<file path="config.mk">
export PLATFORM = sky130hd
export DESIGN_NAME = color_toggle_sequencer
export DESIGN_NICKNAME = d
export VERILOG_FILES = /design/src/rtl/color_toggle_sequencer.sv
export SDC_FILE = /design/constraint.sdc
export NUM_CORES = 1
export LEC_CHECK = 0
export CAP_MARGIN = 20
export CORE_UTILIZATION = 55
export CTS_CLUSTER_SIZE = 25
export DETAILED_ROUTE_END_ITERATION = 6
export PLACE_DENSITY = 0.75
export SLEW_MARGIN = 20
export SYNTH_ARGS = -nofsm -noshare
export SYNTH_HDL_FRONTEND = slang
export SYNTH_SLANG_ARGS = --single-unit
</file>
<file path="constraint.sdc">
create_clock -name clk -period 2.05 [get_ports clk]
set_input_delay 0.615 -clock clk [delete_from_list [all_inputs] [get_ports clk]]
set_output_delay 0.615 -clock clk [all_outputs]
set_load 0.03 [all_outputs]
</file>
<file path="src/rtl/color_toggle_sequencer.sv">
// Button debounce plus optional auto-cycle timer, merged into a single
// registered toggle_color strobe with a mirrored pattern_sel.
module color_toggle_sequencer #(
  parameter int DEBOUNCE_CYCLES = 1_000_000,
  parameter int AUTO_PERIOD     = 50_000_000
) (
  input  logic clk,
  input  logic reset,
  input  logic btn_raw,
  input  logic auto_en,
  output logic toggle_color,
  output logic pattern_sel,
  output logic btn_level
);

  localparam int DW = $clog2(DEBOUNCE_CYCLES + 1);
  localparam int AW = $clog2(AUTO_PERIOD + 1);

  localparam logic [DW-1:0] DB_END = DW'(DEBOUNCE_CYCLES);
  localparam logic [DW-1:0] DB_ONE = DW'(1);
  localparam logic [AW-1:0] AP_END = AW'(AUTO_PERIOD - 1);
  localparam logic [AW-1:0] AP_ONE = AW'(1);

  typedef enum logic [1:0] {
    IDLE,
    ARMING,
    PRESSED,
    RELEASING
  } db_state_e;

  db_state_e state_q;
  db_state_e state_d;

  logic          btn_s1;
  logic          btn_s;
  logic [DW-1:0] db_cnt_q;
  logic [DW-1:0] db_cnt_d;
  logic [AW-1:0] ap_cnt_q;
  logic [AW-1:0] ap_cnt_d;
  logic          press_req;
  logic          auto_req;
  logic          strobe_req;

  always_ff @(posedge clk or negedge reset) begin
    if (!reset) begin
      btn_s1 <= 1'b0;
      btn_s  <= 1'b0;
    end else begin
      btn_s1 <= btn_raw;
      btn_s  <= btn_s1;
    end
  end

  always_ff @(posedge clk or negedge reset) begin
    if (!reset) begin
      state_q  <= IDLE;
      db_cnt_q <= '0;
    end else begin
      state_q  <= state_d;
      db_cnt_q <= db_cnt_d;
    end
  end

  // A full count of stable samples is decisive, checked before the level.
  always_comb begin
    state_d   = state_q;
    db_cnt_d  = db_cnt_q;
    press_req = 1'b0;
    unique case (state_q)
      IDLE: begin
        if (btn_s) begin
          state_d  = ARMING;
          db_cnt_d = DB_ONE;
        end
      end
      ARMING: begin
        if (db_cnt_q == DB_END) begin
          state_d   = PRESSED;
          db_cnt_d  = '0;
          press_req = 1'b1;
        end else if (!btn_s) begin
          state_d  = IDLE;
          db_cnt_d = '0;
        end else begin
          db_cnt_d = db_cnt_q + DB_ONE;
        end
      end
      PRESSED: begin
        if (!btn_s) begin
          state_d  = RELEASING;
          db_cnt_d = DB_ONE;
        end
      end
      RELEASING: begin
        if (db_cnt_q == DB_END) begin
          state_d  = IDLE;
          db_cnt_d = '0;
        end else if (btn_s) begin
          state_d  = PRESSED;
          db_cnt_d = '0;
        end else begin
          db_cnt_d = db_cnt_q + DB_ONE;
        end
      end
      default: begin
        state_d  = IDLE;
        db_cnt_d = '0;
      end
    endcase
  end

  assign btn_level = (state_q == PRESSED) ||
                     (state_q == RELEASING);

  assign auto_req = auto_en && (ap_cnt_q == AP_END);

  // A press restarts the period so the next auto strobe is a full period out.
  always_comb begin
    ap_cnt_d = ap_cnt_q + AP_ONE;
    if (!auto_en || press_req || auto_req) begin
      ap_cnt_d = '0;
    end
  end

  always_ff @(posedge clk or negedge reset) begin
    if (!reset) begin
      ap_cnt_q <= '0;
    end else begin
      ap_cnt_q <= ap_cnt_d;
    end
  end

  assign strobe_req = press_req | auto_req;

  always_ff @(posedge clk or negedge reset) begin
    if (!reset) begin
      toggle_color <= 1'b0;
      pattern_sel  <= 1'b0;
    end else begin
      toggle_color <= strobe_req;
      pattern_sel  <= pattern_sel ^ strobe_req;
    end
  end

endmodule
</file>
==> results_dict.tcl, run 1 <==
set metrics [dict create \
    vias_per_cell 5.79 \
    antenna-diode-count 0 \
    switching_share_pct 27.3 \
    finalNetCount 328 \
    critPathLaunchType "flop" \
    ir_worst_vdd_v 0.000334 \
    setup_slack_ns -0.0609 \
    switching_power_uw 530 \
    yosysUniqueCellTypes 43 \
    synth-compound-area-share_pct 9.94 \
    antenna_found_initial 0 \
    grt_pass1_wl_mm 9.49 \
    clk_latency_ns 0.32 \
    cts_buffers 5 \
    fillers 306 \
    synth_most_common_cell "dfrtp_1" \
    grt_max_degree 53 \
    die_w_um 72.1 \
    drv_cap 0 \
    violations "negative setup slack" \
    clockBufferDepth 2 \
    cts.sinks 52 \
    min_period_ns 2.11 \
    synth.area.mux_share_pct 0.370 \
    outcome "finished with violations" \
    synth_enable_flop_cells 0 \
    drc 0 \
    grt_pass1_vias 2031 \
    power_leakage_uw 0.00147 \
    synth.avg_cell_area_sq_um 9.60 \
    top_level_ports 7 \
    required_ns 2.25 \
    period_share_pct 103 \
    tightest_slew_ns 0.525 \
    place_ws_ns -0.211 \
    yosys.area_share.simple_pct 26.9 \
    seqPwrFrac_pct 54.9 \
    final_util_pct 72.6 \
    end_kind "flop" \
    syn_nets 289 \
    htree_levels 2 \
    timing.rr.end "db_cnt_q[19]$_DFFE_PN0P_" \
    rows 25 \
    cts_tree "done" \
    yosysWarningCount 0 \
    netlist_area_sq_um 2710 \
    reg2reg_slack_ns -0.06 \
    cp.arrival_ns 2.31 \
    die_h_um 72.1 \
    place_congestion 0.819 \
    dpl_cell_area_sq_um 3030 \
    layout-drive-gt1-share_pct 29.5 \
    combPwrFrac_pct 12.8 \
    dr.pass1.iters 4 \
    first_iter_violations 173 \
    yosys.area.top_type "dfrtp_1" \
    min_path_type "input port to async pin" \
    grt_usage_pct 23.8 \
    synth_seq_area_share_pct 48.1 \
    synth-adder-area-share_pct 1.39 \
    critPathKind "flop to flop" \
    drv_slew 0 \
    drt_wl_total_mm 6.39 \
    dieArea_sq_um 5200 \
    clock-root-buffer "clkbuf_8" \
    hold_violations 0 \
    final_area_sq_um 3430 \
    synthTopCellsByArea "dfrtp_1 48%, xor2_1 6.8%, nor2_1 4.4%, nand4_1 3.9%, nand3_1 3.3%" \
    wire_per_inst_um 16.4 \
    syn2layout_area_growth_pct 26.7 \
    ys_async_sr_fraction_pct 100 \
    r2r_cells 8 \
    synthCells 282 \
    overflow 0 \
    detail-route-antenna-nets 0 \
    rsz0062_at_grt "yes" \
    pwr-share-clk_pct 32.3 \
    synth_seq_cells 52 \
    synth_top_area_share_pct 48.1 \
    dp_hpwl_mm 3.86 \
    fin_skew_ns 0.00883 \
    fmax_mhz 474 \
    vias 2254 \
    clk_pin_slew_ns 0.10 \
    cp_max_fo 5 \
    start_util_pct 57.3 \
    holdWs_ns 0.270 \
    port-buffer-count 6 \
    synth_flop_cell "dfrtp_1" \
    setup_viol 34 \
    synth_top_family_by_area "simple AND/OR/NAND/NOR gates" \
    power.density_nw_per_um2 566 \
    ctsHoldBuffers 0 \
    p_int_uw 1410 \
    worstReg2RegStart "db_cnt_q[1]$_DFFE_PN0P_" \
    core_sq_um 4720 \
    max_slew_margin_pct 64.9 \
    synth_commonest_cells "52 x dfrtp_1, 32 x nor2_1, 23 x nand2_1, 21 x xor2_1, 18 x nand3_1" \
    synth_xor_area_share_pct 9.39 \
]
## flip-flops by register name, summed over array words and instances, names as in the netlist
signal        flops
btn_s             1
toggle_color      1
pattern_sel       1
state_q           2
ap_cnt_q         26
btn_s1            1
db_cnt_q         20
## through the flow
stage / total power, uW / instances / TNS (ns)
3_5_place_dp: 1280 / 374 / -4.59
6_report: 1940 / 389 / -0.939
3_3_place_gp: 1270 / 374 / -3.28
4_1_cts: 1900 / 385 / -0.423
2_1_floorplan: 1180 / 282 / 0
5_1_grt: 2010 / 389 / -3.37
## how the worst max path moves through the flow
stage,endpoint,cells past startpoint,slack (ns),from
global route,db_cnt_q[19]$_DFFE_PN0P_,8,-0.12,db_cnt_q[1]$_DFFE_PN0P_
finish,db_cnt_q[19]$_DFFE_PN0P_,8,-0.06,db_cnt_q[1]$_DFFE_PN0P_
detailed placement,ap_cnt_q[20]$_DFF_PN0_,7,-0.21,auto_en
global placement,ap_cnt_q[21]$_DFF_PN0_,7,-0.16,auto_en
CTS,db_cnt_q[5]$_DFFE_PN0P_,8,-0.03,db_cnt_q[1]$_DFFE_PN0P_
floorplan,db_cnt_q[19]$_DFFE_PN0P_,6,0.01,db_cnt_q[5]$_DFFE_PN0P_
## critical path: stages, from the launching register on
cell and delay, ns:
dfrtp_1 0.41, inv_2 0.08, ha_4 0.13, or4b_4 0.48, nor4_4 0.21, buf_4 0.18
a21oi_4 0.09, o311a_1 0.15, a221o_1 0.26
## cell families after synthesis
logic type               Yosys count
buffers and inverters             21
multiplexers                       1
AND/OR/NAND/NOR                  133
adder cells (fa/ha/maj)            3
flip-flops                        52
XOR/XNOR                          29
AO/OA/AOI/OAI                     43
## power by group through the flow
stage | sequential (uW) | combinational [uW] | clock, uW
after floorplan | 1090 | 85.5 | 0
after global placement | 1080 | 188 | 0
final | 1070 | 248 | 627
after detailed placement | 1080 | 191 | 0
after global routing | 1070 | 268 | 671
after CTS | 1060 | 206 | 631
## layout make-up
| type | instances | area (sq um) | share of cell area [%] |
|---|---|---|---|
| Clock buffer | 5 | 68.8 | 2.01 |
| Clock inverter | 3 | 27.5 | 0.803 |
| Multi-Input combinational cell | 210 | 1530 | 44.5 |
| Timing Repair Buffer | 45 | 397 | 11.6 |
| Sequential cell | 52 | 1300 | 37.9 |
| Inverter | 7 | 26.3 | 0.766 |
| Tap cell | 67 | 83.8 | 2.44 |
## cell usage in the layout, fill, tap and decap left out, types with 6 or more instances in the layout
master | synthesis | layout
and3_1 | 11 | 11
dfrtp_1 | 52 | 52
buf_6 | 2 | 6
nor2_1 | 32 | 11
nand4_1 | 17 | 17
nor2_4 | 0 | 8
a31oi_1 | 11 | 10
a21oi_2 | 1 | 9
nor4_1 | 6 | 6
xor2_1 | 21 | 21
and4_1 | 7 | 7
nor2_2 | 0 | 13
nand3_1 | 18 | 17
xnor2_1 | 8 | 8
buf_4 | 2 | 29
nand2_1 | 23 | 23
## per-layer routing
| metal | vias up | share of wire, % | global-route usage (%) |
|---|---|---|---|
| li1 | 1081 | - | - |
| met1 | 1126 | 47 | 34.0 |
| met2 | 40 | 49 | 36.1 |
| met3 | 7 | 3.8 | 5.14 |
| met4 | 0 | 1.0 | 8.28 |
| met5 | - | 0 | 0 |
## repair_timing
item	4_1_cts	5_1_grt
buffers inserted	2	2
resized for setup	11	63
gates cloned	1	2
endpoints found under the setup margin	30	47
pin swaps	1	23
No activity file was read; power rests on OpenSTA's default activity.
==> run 2, diff against run 1 <==
--- a/config.mk
+++ b/config.mk
@@ -9,7 +9,8 @@
 export CORE_UTILIZATION = 55
 export CTS_CLUSTER_SIZE = 25
 export DETAILED_ROUTE_END_ITERATION = 6
-export PLACE_DENSITY = 0.75
+export DONT_BUFFER_PORTS = 1
+export PLACE_DENSITY = 0.73
 export SLEW_MARGIN = 20
 export SYNTH_ARGS = -nofsm -noshare
 export SYNTH_HDL_FRONTEND = slang
==> run 2 against run 1 <==
The flow still finishes with violations (negative setup slack); clock skew fell by 0.0028 ns; die area is the same; combinational power fell by 3%; highest routed layer unchanged.
==> results_dict.tcl, run 2 (synthesis results as in run 1) <==
set metrics [dict create \
    startpoint "db_cnt_q[1]$_DFFE_PN0P_" \
    die_w_um 72.1 \
    first_iter_violations 174 \
    tightest_slew_ns 0.425 \
    path_cells "inv_2 > ha_4 > or4b_4 > nor4_4 > buf_4 > a31o_4 > nand2b_4 > buf_12 > buf_16 > nor2_2" \
    rows 25 \
    cp.arrival_ns 2.33 \
    cp.buffers_inverters 4 \
    port-buffer-count 0 \
    cts_buffers 5 \
    setup_tns_ns -0.611 \
    crit_end "ap_cnt_q[14]$_DFF_PN0_" \
    syn2layout_area_growth_pct 23.2 \
    cp_slowest_stage_delay_ns 0.48 \
    place_congestion 0.802 \
    finalNetCount 321 \
    worstReg2RegStart "db_cnt_q[1]$_DFFE_PN0P_" \
    core_sq_um 4720 \
    reg.largest.list "ap_cnt_q (26), db_cnt_q (20), state_q (2)" \
    drv_slew 0 \
    dieArea_sq_um 5200 \
    grt_usage_pct 25.0 \
    outcome "finished with violations" \
    grt_pass1_vias 2006 \
    detail-route-antenna-nets 0 \
    overflow 0 \
    vias_per_cell 5.88 \
    antenna_found_initial 0 \
    die_h_um 72.1 \
    slowest_stage "or4b_4" \
    power_leakage_uw 0.00143 \
    vias 2245 \
    dr.pass1.iters 5 \
    critPathKind "flop to flop" \
    cts_tree "done" \
    cts.sinks 52 \
    start_util_pct 57.3 \
    min_path_type "input port to async pin" \
    drv_cap 0 \
    hold_violations 0 \
    required_ns 2.25 \
    crit_cells 10 \
    power_uw 1900 \
    top_register "ap_cnt_q" \
    setup_slack_ns -0.0786 \
    max_slew_margin_pct 71.7 \
    instances_no_fill 382 \
    ir_worst_vdd_v 0.000520 \
    layout-drive-gt1-share_pct 24.4 \
    drc 0 \
    clock-root-buffer "clkbuf_8" \
    min_period_ns 2.13 \
    period_share_pct 104 \
    top_level_ports 7 \
    antenna-diode-count 0 \
    largest_reg_flops 26 \
    end_kind "flop" \
    violations "negative setup slack" \
    final_cell_mix "52 x dfrtp_1, 28 x buf_4, 23 x nand2_1, 21 x nor2_1, 21 x xor2_1" \
    final_common_cell "dfrtp_1" \
    dp_hpwl_mm 3.86 \
    place_ws_ns -0.0895 \
    fmax_mhz 470 \
    reg2reg_slack_ns -0.08 \
    critPathLaunchType "flop" \
    grt_pass1_wl_mm 9.87 \
    cp_top_family "simple AND/OR/NAND/NOR gates" \
    dp_cells 364 \
    setup_viol 26 \
    wire_per_inst_um 16.6 \
    timing.rr.end "ap_cnt_q[14]$_DFF_PN0_" \
    clockBufferDepth 2 \
    fin_skew_ns 0.00599 \
    power.density_nw_per_um2 569 \
    drt_wl_total_mm 6.35 \
    rsz0062_at_grt "yes" \
    clk_latency_ns 0.31 \
    clk_pin_slew_ns 0.10 \
    cp_max_fo 5 \
    htree_levels 2 \
    grt_max_degree 53 \
    r2r_cells 10 \
]
-- run 2: changes by cell type in the layout (fill, tap and decap cells not counted), sizes merged --
cell	before	now
dlygate4sd2	1	0
dlymetal6s2s	1	0
clkbuf	5	6
buf	40	38
clkdlybuf4s50	3	0
inv	8	7
-- run 2: layout make-up --
cell class              instances  area, sq um
multi-input cells             210         1450
fillers                       355         1390
flip-flops and latches         52         1300
repair buffers                 38          382
well taps                      67         83.8
clock buffers                   6         72.6
inverters                       7         26.3
clock inverters                 2         16.3
-- run 2: worst min path at each step --
stage	end	slack, ns	start
after floorplan	ap_cnt_q[0]$_DFF_PN0_	0.32	reset
after global placement	db_cnt_q[7]$_DFFE_PN0P_	0.32	reset
after detailed placement	db_cnt_q[8]$_DFFE_PN0P_	0.32	reset
after CTS	db_cnt_q[8]$_DFFE_PN0P_	0.16	reset
after global routing	db_cnt_q[8]$_DFFE_PN0P_	0.16	reset
final	db_cnt_q[7]$_DFFE_PN0P_	0.15	reset
-- run 2: worst register-to-register path, cell delays in order (launching register included) --
cell and delay, ns:
dfrtp_1 0.41, inv_2 0.08, ha_4 0.13, or4b_4 0.48
nor4_4 0.19, buf_4 0.17, a31o_4 0.14, nand2b_4 0.17
buf_12 0.12, buf_16 0.11, nor2_2 0.04
-- run 2: layer usage --
layer  GRT usage, %  vias up  part of all wire [%]
li1               -     1076                     -
met1           36.9     1094                    46
met2           36.9       67                    47
met3           5.14        8                   5.1
met4           8.71        0                   1.5
met5              0        -                     0
-- run 2: through the flow --
stage          util, %  cell area [sq um]  hold WS, ns
6_report          70.6               3330        0.146
5_1_grt           70.6               3330        0.158
4_1_cts           68.3               3230        0.158
3_5_place_dp      62.3               2940        0.321
3_3_place_gp      62.3               2940        0.321
2_1_floorplan        -               2710        0.319
-- run 2: timing repair --
item                                    CTS  global route
pin swaps                                 5            12
gates cloned                              2             2
buffers inserted                          4             3
hold buffers                              1             0
hold endpoints to repair                 52             0
endpoints found under the setup margin   35            39
gates resized for setup                  17            28
-- run 2: where the power goes --
group	internal, uW	switching, uW
Sequential	1050	16.9
Clock	244	347
Combinational	114	127
